--- src/rtl/seq_signed_mult_if.sv ---
// seq_signed_mult_if: handshake bundle for the sequential signed multiplier.
//   master (operand source / result sink) drives in_valid, a, b, a_signed,
//   b_signed, out_ready; slave (multiplier) drives in_ready, out_valid, p, busy.
interface seq_signed_mult_if #(
  parameter int A_W = 16,
  parameter int B_W = 8
);
  logic               in_valid;
  logic               in_ready;
  logic [A_W-1:0]     a;
  logic [B_W-1:0]     b;
  logic               a_signed;
  logic               b_signed;
  logic               out_valid;
  logic               out_ready;
  logic [A_W+B_W-1:0] p;
  logic               busy;

  modport master (
    output in_valid, a, b, a_signed, b_signed, out_ready,
    input  in_ready, out_valid, p, busy
  );

  modport slave (
    input  in_valid, a, b, a_signed, b_signed, out_ready,
    output in_ready, out_valid, p, busy
  );
endinterface

--- src/rtl/seq_signed_mult.sv ---
// seq_signed_mult: iterative shift-add multiplier, one partial product per
// cycle, each operand independently signed or unsigned per transaction.
// Ports:
//   clk  - clock, all state changes on the rising edge
//   rst  - synchronous active-high reset, aborts any operation in flight
//   bus  - seq_signed_mult_if.slave: in_valid/in_ready operand handshake
//          (a, b, a_signed, b_signed), out_valid/out_ready result handshake
//          (p), busy status
module seq_signed_mult #(
  parameter int A_W   = 16,
  parameter int B_W   = 8,
  parameter int CNT_W = 6
) (
  input  logic               clk,
  input  logic               rst,
  seq_signed_mult_if.slave   bus
);

  localparam int P_W   = A_W + B_W;
  localparam int ACC_W = P_W + 2;
  localparam logic [CNT_W-1:0] LAST_CNT = CNT_W'(B_W);

  typedef enum logic [1:0] {S_IDLE, S_CALC, S_DONE} state_t;

  state_t           state_reg;
  logic [ACC_W-1:0] acc_reg;
  logic [ACC_W-1:0] acc_next;
  // Sign-extended multiplicand, shifted left one place per step so the
  // current partial product is always either mcand_reg or zero.
  logic [ACC_W-1:0] mcand_reg;
  // Extended multiplier, shifted right one place per step; bit 0 is the
  // multiplier bit for the current step.
  logic [B_W:0]     mplier_reg;
  logic [CNT_W-1:0] cnt_reg;
  logic [P_W-1:0]   p_reg;
  logic             out_valid_reg;

  logic [A_W:0]     ae;
  logic [B_W:0]     be;
  logic [ACC_W-1:0] pp;

  always_comb begin
    ae = {bus.a_signed & bus.a[A_W-1], bus.a};
    be = {bus.b_signed & bus.b[B_W-1], bus.b};
    pp = mplier_reg[0] ? mcand_reg : '0;
    // The top bit of be carries negative weight, so its step subtracts.
    acc_next = (cnt_reg == LAST_CNT) ? (acc_reg - pp) : (acc_reg + pp);
  end

  always_ff @(posedge clk) begin
    if (rst) begin
      state_reg     <= S_IDLE;
      acc_reg       <= '0;
      mcand_reg     <= '0;
      mplier_reg    <= '0;
      cnt_reg       <= '0;
      p_reg         <= '0;
      out_valid_reg <= 1'b0;
    end else begin
      case (state_reg)
        S_IDLE: begin
          if (bus.in_valid) begin
            mcand_reg  <= {{(ACC_W-A_W-1){ae[A_W]}}, ae};
            mplier_reg <= be;
            acc_reg    <= '0;
            cnt_reg    <= '0;
            state_reg  <= S_CALC;
          end
        end
        S_CALC: begin
          acc_reg    <= acc_next;
          mcand_reg  <= mcand_reg << 1;
          mplier_reg <= mplier_reg >> 1;
          cnt_reg    <= cnt_reg + 1'b1;
          if (cnt_reg == LAST_CNT) begin
            // The exact product always fits in P_W bits, so dropping the
            // two guard bits loses nothing.
            p_reg         <= acc_next[P_W-1:0];
            out_valid_reg <= 1'b1;
            state_reg     <= S_DONE;
          end
        end
        S_DONE: begin
          if (bus.out_ready) begin
            out_valid_reg <= 1'b0;
            state_reg     <= S_IDLE;
          end
        end
        default: state_reg <= S_IDLE;
      endcase
    end
  end

  assign bus.in_ready  = (state_reg == S_IDLE);
  assign bus.busy      = (state_reg != S_IDLE);
  assign bus.out_valid = out_valid_reg;
  assign bus.p         = p_reg;

endmodule

--- src/flat_wrapper.sv ---
// flat-port wrapper written by rule: the top's interface ports become plain ports
module seq_signed_mult_flat 
#(
  parameter int A_W   = 16,
  parameter int B_W   = 8,
  parameter int CNT_W = 6
)
  (clk, rst, bus_in_valid, bus_a, bus_b, bus_a_signed, bus_b_signed, bus_out_ready, bus_in_ready, bus_out_valid, bus_p, bus_busy);
  seq_signed_mult_if #(.A_W(A_W), .B_W(B_W)) bus_i ();
  input  logic clk;
  input  logic rst;
  input wire logic [$bits(bus_i.in_valid)-1:0] bus_in_valid;
  input wire logic [$bits(bus_i.a)-1:0] bus_a;
  input wire logic [$bits(bus_i.b)-1:0] bus_b;
  input wire logic [$bits(bus_i.a_signed)-1:0] bus_a_signed;
  input wire logic [$bits(bus_i.b_signed)-1:0] bus_b_signed;
  input wire logic [$bits(bus_i.out_ready)-1:0] bus_out_ready;
  output wire logic [$bits(bus_i.in_ready)-1:0] bus_in_ready;
  output wire logic [$bits(bus_i.out_valid)-1:0] bus_out_valid;
  output wire logic [$bits(bus_i.p)-1:0] bus_p;
  output wire logic [$bits(bus_i.busy)-1:0] bus_busy;
  assign bus_i.in_valid = bus_in_valid;
  assign bus_i.a = bus_a;
  assign bus_i.b = bus_b;
  assign bus_i.a_signed = bus_a_signed;
  assign bus_i.b_signed = bus_b_signed;
  assign bus_i.out_ready = bus_out_ready;
  assign bus_in_ready = bus_i.in_ready;
  assign bus_out_valid = bus_i.out_valid;
  assign bus_p = bus_i.p;
  assign bus_busy = bus_i.busy;
  seq_signed_mult #(.A_W(A_W), .B_W(B_W), .CNT_W(CNT_W)) u_core (.clk(clk), .rst(rst), .bus(bus_i));
endmodule
--- config.mk ---
export PLATFORM = sky130hd
export DESIGN_NAME = seq_signed_mult_flat
export DESIGN_NICKNAME = d
export VERILOG_FILES = /design/src/rtl/seq_signed_mult_if.sv /design/src/rtl/seq_signed_mult.sv /design/src/flat_wrapper.sv
export SDC_FILE = /design/constraint.sdc
export NUM_CORES = 1
export LEC_CHECK = 0
export CAP_MARGIN = 20
export CORE_MARGIN = 5
export CORE_UTILIZATION = 42
export DETAILED_ROUTE_END_ITERATION = 10
export GPL_TIMING_DRIVEN = 0
export SLEW_MARGIN = 15
export SYNTH_ARGS = -nofsm -noshare
export SYNTH_HDL_FRONTEND = slang
export SYNTH_SLANG_ARGS = --single-unit
--- constraint.sdc ---
create_clock -name clk -period 5.5 [get_ports clk]
set_clock_uncertainty 0.15 [all_clocks]
set_input_delay 0.55 -clock clk [delete_from_list [all_inputs] [get_ports clk]]
set_output_delay 0.55 -clock clk [all_outputs]
set_load 0.02 [all_outputs]
# --- Yosys cells after proc, flatten, opt, wreduce, memory -nomap -nowiden ---
# Index checks and enable logic that the tools add are counted.
word_totals:
  output_inout_bits: 27
  input_bits: 30
  reg_bits: 94
op_classes:
  bitwise_logic: 2
  n_addsub: 3
  n_reduce_logical: 8
  n_eq_ne: 6
  n_mux: 17
ops:
  columns: ["cell", "count"]
  rows:
  - ["$mux 26", 4]
  - ["$pmux 26 s2", 2]
  - ["$add 26x26->26", 1]
  - ["$sub 26x26->26", 1]
  - ["$pmux 9 s2", 1]
  - ["$pmux 6 s2", 1]
  - ["$mux 9", 1]
  - ["$add 6x1->6 const B", 1]
  - ["$eq 6x4->1 const B", 1]
  - ["$mux 2", 3]
  - ["$mux 6", 1]
  - ["$pmux 2 s3", 1]
  - ["$reduce_and 3->1", 2]
  - ["$reduce_bool 2->1", 3]
  - ["$ne 2x2->1 const B", 2]
  - ["$reduce_and 2->1", 2]
  - ["$and 1x1->1", 2]
  - ["$eq 2x1->1 const B", 1]
  - ["$eq 2x2->1 const B", 1]
  - ["$logic_not 2->1", 1]
  - ["$mux 1", 2]
  - ["$ne 2x1->1 const B", 1]
  - ["$pmux 1 s2", 1]

# --- Depth between registers and ports, before layout ---
# Gate-level depths: netlist (run 1).
logic_depth:
  ltp_word: 4
  mapped_depth: 17
  ltp_nobuf: 16

# --- Least setup slack after synthesis (run 1) ---
# No wires, ideal clock.
synth_timing:
  path_type: "register to register"
  start: "register u_core.mplier_reg[0]"
  end: "register u_core.acc_reg[23]"
  n_path_buf: 3
  setup_time_ns: 0.064
  arrival_ns: 3.577
  path_stages_with_launch: 17
  slack_ns: 1.709
  cell_sequence: "dfxtp_1 -> buf_2 -> clkbuf_1 -> nand2_1 -> ha_1 -> nor2_1 -> nor2_1 -> a311o_1 -> ha_1 -> clkbuf_1 -> a21oi_1 -> nor3b_1 -> o211ai_1 -> a311o_1 -> a31oi_1 -> mux2_4 -> nand4_1"
synth_via:
  elab_chain_cells: 4
synth_rtl:
  columns: ["item", "line_no", "text"]
  rows:
  - ["from (decl)", "seq_signed_mult.sv:33", "logic [B_W:0] mplier_reg;"]
  - ["from (signal assigned)", "seq_signed_mult.sv:73", "mplier_reg <= mplier_reg >> 1;"]
  - ["$mux 26 (*)", "seq_signed_mult.sv:45", "pp = mplier_reg[0] ? mcand_reg : '0;"]
  - ["$add 26x26->26 / $sub 26x26->26 (equally long branches)", "seq_signed_mult.sv:47", "acc_next = (cnt_reg == LAST_CNT) ? (acc_reg - pp) : (acc_reg + pp);"]
  - ["$mux 26 (*)", "seq_signed_mult.sv:47", null]
  - ["$pmux 26 s2 (*)", "seq_signed_mult.sv:60", "case (state_reg)"]
  - ["to (signal assigned)", "seq_signed_mult.sv:71", "acc_reg <= acc_next;"]
  - ["to (decl)", "seq_signed_mult.sv:26", "logic [ACC_W-1:0] acc_reg;"]
# Mark *: on every way between the ends. The rest lies on a longest branch, timed or not.
# A chain may end at the register's enable or synchronous reset.

# --- Worst setup path after layout (run 1) ---
layout_timing:
  start: "register u_core.mplier_reg[0]"
  end: "register u_core.acc_reg[17]"
# The elaborated chain is that of the path after synthesis.

==> run_results.csv, run 1 <==
group,metric,value,unit
synthesis,synthCells,675,
sta,fmax,215,MHz
hold_path,hp-class,"reg -> reg",
layout,diodes,0,
setup_path,path_common_cell,"nor2_1",
setup_path,arrival,4.76,ns
setup_path,critPathRequiredTime,5.60,ns
power_and_ir_drop,powerDensity,388,nW/um2
placed_design,dp_hpwl,11.5,mm
sta,drv_slew,0,
synthesis,synth_area_per_cell,7.95,um2
clock_tree,clock_sinks,90,
global_routing,grtUsageTotal,21.0,%
sta,fin_crit,4.66,ns
setup_path,cp-start-kind,"flop",
global_routing,grt_pass1_wl,25.0,mm
synthesis,synth_flop_cell,"dfxtp_1",
synthesis,synth-compound-area-share,27.9,%
floorplan,die_w,123,um
synthesis,yosys_register_bits,90,
synthesis,synth-simple-area-share,21.4,%
synthesis,synthMuxAreaShare,0.467,%
layout,drive_above_1_share,6.97,%
placed_design,placed_cells,902,
synthesis,ys_seq_area_share,33.6,%
job,cap_violations,0,
floorplan,rows,41,
global_routing,grt_busiest_layer,"met2",
clock_tree,cts_buffer_depth,2,
power_and_ir_drop,pwr-share-comb,43.9,%
layout,finalNetCount,798,
synthesis,synth-adder-area-share,6.44,%
global_routing,grt_pass1_vias,5004,
synthesis,netlist_area,5360,um2
power_and_ir_drop,clock_power_share,25.1,%
global_routing,antenna_found_initial,0,
sta,final-setup-viol-count,0,
power_and_ir_drop,switching_share,38.7,%
route,drtPass1Iterations,5,
setup_path,crit_fanout,10,
global_routing,grt_overflow,0,
floorplan,die_h,123,um
sta,post-route-period-util,84.7,%
route,dr_total_vias,5135,
route,avgViaCountPerCell,5.59,
setup_path,slowest_stage,"o21ai_0",
clock_tree,hold_buffers,0,
setup_path,crit_type,"reg -> reg",
hold_path,hold_path_depth,2,
setup_path,r2r_slack,0.84,ns
route,drc_errors,0,
clock_tree,clock_latency,0.36,ns
outcome,outcome,"complete, no violations",
synthesis,synth_edf_count,0,
hold_path,hold_end,"u_core.bus.p[20]",
synthesis,synth_xor_area_share,6.04,%
synthesis,synth.distinct_cells,62,
floorplan,dieArea,15100,um2
sta,slew_headroom,53.4,%
power_and_ir_drop,peakVddDrop,0.138,mV
floorplan,core_area,12600,um2
synthesis,async_flop_share,0,%
power_and_ir_drop,internal-power,0.00153,W
global_routing,use_met3,4.48,%
layout,synthToLayoutAreaGrowth,19.8,%
floorplan,io_pins,57,
power_and_ir_drop,power_frac_seq,31.0,%
sta,hold_ws,0.299,ns
clock_tree,cts_root_buf,"clkbuf_16",
layout,final_cells,918,
synthesis,synth_fp_nets,732,
placed_design,io_buffers,55,
sta,hold_viol,0,
synthesis,ys_warn_count,0,
setup_path,cp-end-kind,"flop",
global_routing,grt_max_degree,16,
hold_path,hold_start,"u_core.bus.p[20]",
setup_path,timing.rr.start,"u_core.mplier_reg[0]",
clock_tree,cts_max_level,3,
route,postRouteAntennaNets,0,
power_and_ir_drop,switching_power,0.000964,W
sta,tightestPinTransition,0.700,ns
setup_path,cp_cell_sequence,"buf_2 > clkbuf_1 > nand2_1 > ha_1 > nor2_1 > nor2_1 > a31oi_1 > o21ai_0 > ha_1 > a21o_1 > a31oi_1 > a2111oi_0 > nor2_1 > o21ai_0 > a21oi_1 > xnor2_1 > a22o_1",
clock_tree,cts_made_buffers,9,
sta,tns,0,ns
setup_path,r2r_cells,17,
clock_tree,clkTransAtPathRegs,0.07,ns
clock_tree,cts_setup_buffers,0,
sta,rsz0062_at_grt,"false",
global_routing,met1_usage,27.0,%
synthesis,synth_top_family_by_area,"compound AO/OA/AOI/OAI gates",
route,drt_iter0_drc,354,
power_and_ir_drop,p_leak,2.47,nW
setup_path,reg2reg_to,"u_core.acc_reg[17]",
global_routing,met2_usage,35.5,%
setup_path,slowest_delay,0.54,ns
clock_tree,cts_resized,0,
floorplan,initial_core_util,42.7,%
placed_design,routabilityCongestion,0.870,
route,wl,15.3,mm
route,wire_per_inst,16.6,um
clock_tree,cts_tree,"built",
==> cell usage in the layout, fill, tap and decap left out, types with 6 or more instances in the layout <==
| cell type | synthesis | routed |
|---|---|---|
| dfxtp_1 | 90 | 90 |
| nand2_1 | 87 | 87 |
| a21oi_1 | 82 | 82 |
| nor2_1 | 71 | 71 |
| clkdlybuf4s50_1 | 0 | 55 |
| clkbuf_1 | 46 | 46 |
| xnor2_1 | 30 | 30 |
| nor2b_1 | 26 | 26 |
| ha_1 | 26 | 26 |
| o221a_2 | 23 | 23 |
| o21ai_0 | 20 | 20 |
| a22oi_1 | 18 | 18 |
| inv_1 | 11 | 11 |
| nand3_1 | 11 | 11 |
| nand4_1 | 10 | 10 |
| a22o_1 | 10 | 10 |
| a31oi_1 | 9 | 9 |
| a21o_1 | 9 | 9 |
| clkbuf_16 | 0 | 9 |
| xor2_1 | 7 | 7 |
| nor3_1 | 6 | 6 |
| a211oi_1 | 6 | 6 |
| or3_1 | 6 | 6 |
==> cell families after synthesis <==
| group | count (synthesis) |
|---|---|
| muxes | 2 |
| AOI/OAI and AO/OA | 214 |
| xor gates and xnor gates | 37 |
| and+or+nand+nor | 246 |
| buffers and inverters | 59 |
| DFF | 90 |
| adders and majority gates | 27 |
==> worst max path at each step <==
stage	from	endpoint	cells past startpoint	slack (ns)
after floorplan	u_core.mplier_reg[0]	u_core.acc_reg[23]	16	1.71
after global placement	u_core.mplier_reg[0]	u_core.acc_reg[17]	17	0.98
after detailed placement	u_core.mplier_reg[0]	u_core.acc_reg[21]	17	0.92
after CTS	u_core.mplier_reg[0]	u_core.acc_reg[17]	17	0.90
after global routing	u_core.mplier_reg[0]	u_core.acc_reg[17]	17	0.49
final	u_core.mplier_reg[0]	u_core.acc_reg[17]	17	0.84
==> cell usage after synthesis (11+ instances only) <==
library cell  count  area [um2]
a22oi_1          18         135
a21oi_1          82         410
ha_1             26         325
o221a_2          23         259
clkbuf_1         46         173
nand2_1          87         327
nor2_1           71         267
xnor2_1          30         263
o21ai_0          20         100
inv_1            11        41.3
nand3_1          11        55.1
dfxtp_1          90        1800
nor2b_1          26         163
==> area by class of cell <==
cell class	instances	area, um2
buffer	48	181
clock inverter	7	70.1
sequential	90	1800
multi-input combinational	526	3340
inverter	11	41.3
clock buffer	9	225
fill	1301	6140
tap	172	215
timing repair buffer	55	551
==> critical path: cells and delay by family (launching register included) <==
kind | cells | cell delay, ns
AND/OR/NAND/NOR | 4 | 0.66
buffers and inverters | 2 | 0.64
flip-flops | 1 | 0.42
adder cells (fa/ha/maj) | 2 | 0.66
XOR/XNOR | 1 | 0.17
AO/OA/AOI/OAI | 8 | 1.85
==> metrics by stage <==
step / setup WS, ns / instance area, um2 / utilization (%) / total power [W]
2_1_floorplan: 1.71 / 5360 / - / 0.00162
3_3_place_gp: 0.976 / 6130 / 48.8 / 0.00185
3_5_place_dp: 0.918 / 6130 / 48.8 / 0.00186
4_1_cts: 0.898 / 6420 / 51.1 / 0.00250
5_1_grt: 0.487 / 6420 / 51.1 / 0.00266
6_report: 0.839 / 6420 / 51.1 / 0.00249
==> per-layer routing <==
| metal | vias to the layer above | share of wire, % | routed length (um) |
|---|---|---|---|
| met5 | - | 0 | 0 |
| met3 | 16 | 4.6 | 701 |
| met4 | 0 | 1.3 | 198 |
| li1 | 2575 | - | - |
| met1 | 2410 | 48 | 7280 |
| met2 | 134 | 46 | 7090 |
==> power by group through the flow <==
stage | Clock, W | Combinational (W) | Sequential (W)
2_1_floorplan | 0 | 0.000848 | 0.000767
3_3_place_gp | 0 | 0.00107 | 0.000782
3_5_place_dp | 0 | 0.00108 | 0.000784
4_1_cts | 0.000642 | 0.00108 | 0.000770
5_1_grt | 0.000671 | 0.00121 | 0.000779
6_report | 0.000626 | 0.00109 | 0.000771
Power figures use the tool's default switching activity.
==> run 2: changes to the inputs <==
clock period = 4.3 ns   (was 5.5 ns; I/O delays follow)
==> run_results.csv, run 2 (same netlist as run 1, synthesis figures left out) <==
group,metric,value,unit
outcome,outcome,"complete, no violations",
clock_tree,clock_sinks,90,
layout,multi_input_area,3450,um2
floorplan,rows,41,
sta,hold_viol,0,
clock_tree,clkTransAtPathRegs,0.07,ns
layout,drive_above_1_share,9.65,%
global_routing,grt_pass1_vias,5007,
global_routing,grtUsageTotal,21.0,%
clock_tree,cts_max_level,3,
global_routing,grt_overflow,0,
clock_tree,clock_latency,0.35,ns
setup_path,crit_fanout,7,
setup_path,critPathRequiredTime,4.39,ns
floorplan,die_h,123,um
route,wire_per_inst,16.8,um
global_routing,met1_usage,27.0,%
floorplan,initial_core_util,42.7,%
global_routing,use_met3,4.48,%
route,wl,15.4,mm
sta,tightestPinTransition,0.706,ns
setup_path,critPathBufInv,1,
layout,layout_commonest_cell,"dfxtp_1",
global_routing,met2_usage,35.6,%
setup_path,arrival,4.25,ns
clock_tree,cts_root_buf,"clkbuf_16",
hold_path,hp-class,"reg -> reg",
setup_path,slowest_delay,0.54,ns
floorplan,die_w,123,um
sta,tns,0,ns
route,postRouteAntennaNets,0,
layout,fill_cells,1292,
power_and_ir_drop,p_leak,2.50,nW
layout,final_cells,918,
route,drt_iter0_drc,324,
setup_path,path_common_cell,"nand2b_1",
layout,diodes,0,
global_routing,antenna_found_initial,0,
sta,rsz0062_at_grt,"true",
sta,hold_ws,0.299,ns
route,avgViaCountPerCell,5.62,
route,dr_total_vias,5162,
floorplan,io_pins,57,
route,drtPass1Iterations,5,
layout,most-common-layout-cells,"dfxtp_1, nand2_1, a21oi_1, nor2_1, clkdlybuf4s50_1",
route,drc_errors,0,
clock_tree,cts_tree,"built",
placed_design,placed_cells,902,
setup_path,cp-end-kind,"flop",
layout,seqCellArea,1800,um2
floorplan,core_area,12600,um2
sta,drv_slew,0,
clock_tree,cts_buffer_depth,2,
setup_path,cp_cell_sequence,"nor3_2 > nand2_2 > or4_1 > o31ai_2 > xnor2_1 > nand2_1 > ha_1 > clkbuf_1 > a21oi_2 > nand2b_1 > nand2b_1 > a21o_1 > a2111oi_4 > a2bb2oi_2 > nor4_1 > a221o_1",
power_and_ir_drop,powerDensity,509,nW/um2
sta,final-setup-viol-count,0,
global_routing,grt_pass1_wl,25.0,mm
setup_path,cp-start-kind,"flop",
job,cap_violations,0,
power_and_ir_drop,finalPower,0.00333,W
clock_tree,cts_made_buffers,9,
placed_design,io_buffers,55,
setup_path,path_delay_family,"compound AO/OA/AOI/OAI gates",
placed_design,routabilityCongestion,0.870,
sta,slew_headroom,53.0,%
sta,fmax,241,MHz
placed_design,dp_hpwl,11.5,mm
sta,post-route-period-util,96.7,%
global_routing,grt_max_degree,16,
setup_path,slowest_stage,"or4_1",
setup_path,crit_type,"reg -> reg",
floorplan,dieArea,15100,um2
setup_path,r2r_slack,0.14,ns
power_and_ir_drop,peakVddDrop,0.179,mV
sta,fin_crit,4.16,ns
global_routing,grt_busiest_layer,"met2",
layout,synthToLayoutAreaGrowth,22.1,%
layout,finalNetCount,798,
## run 2: layout make-up
type,count,share of cell area (%)
sequential,90,27.5
inverter,11,0.631
buffer,47,2.83
clock buffer,9,3.44
tap,172,3.29
multi-input combinational,526,52.7
timing repair buffer,56,8.52
clock inverter,7,1.07
## run 2: power breakdown
part	internal, W	total, W	switching [W]
Combinational	0.000659	0.00154	0.000880
Clock	0.000449	0.000802	0.000353
Sequential	0.000916	0.000988	0.0000722
## run 2: worst paths after layout
path                            start                to  cells after the start
setup / recovery  u_core.mcand_reg[2]  u_core.bus.p[21]                     16
hold reg to reg      u_core.bus.p[20]  u_core.bus.p[20]                      2
hold / removal       u_core.bus.p[20]  u_core.bus.p[20]                      2
setup reg to reg  u_core.mcand_reg[2]  u_core.bus.p[21]                     16
## run 2: worst min-delay path: stages, from the launching register on
cell and delay (ns):
dfxtp_1 0.31, nand2_1 0.05, a21oi_1 0.05
## run 2: through the flow
stage | instance area [um2] | setup WS, ns | util [%]
6_report | 6550 | 0.143 | 52.1
5_1_grt | 6550 | -0.0831 | 52.1
4_1_cts | 6440 | 0.0394 | 51.2
3_5_place_dp | 6130 | -0.282 | 48.8
3_3_place_gp | 6130 | -0.224 | 48.8
2_1_floorplan | 5360 | 0.509 | -
## run 2: what timing repair did
action                                  CTS  global route
endpoints found under the setup margin   15            21
resized for setup                         6            24
buffers inserted                          0             1
hold buffers                              0             0
pin swaps                                 0             3
## run 2: routing by layer
metal,share of wire (%),up-vias
li1,-,2577
met2,48,131
met4,1.2,0
met5,0,-
met1,45,2438
met3,5.6,16
==> run 3: changes to the inputs <==
ABC_CLOCK_PERIOD_IN_PS = 4300   (was not set)
==> results of run 3 <==
The final DEF is identical to that of run 2; final timing and power are the same.
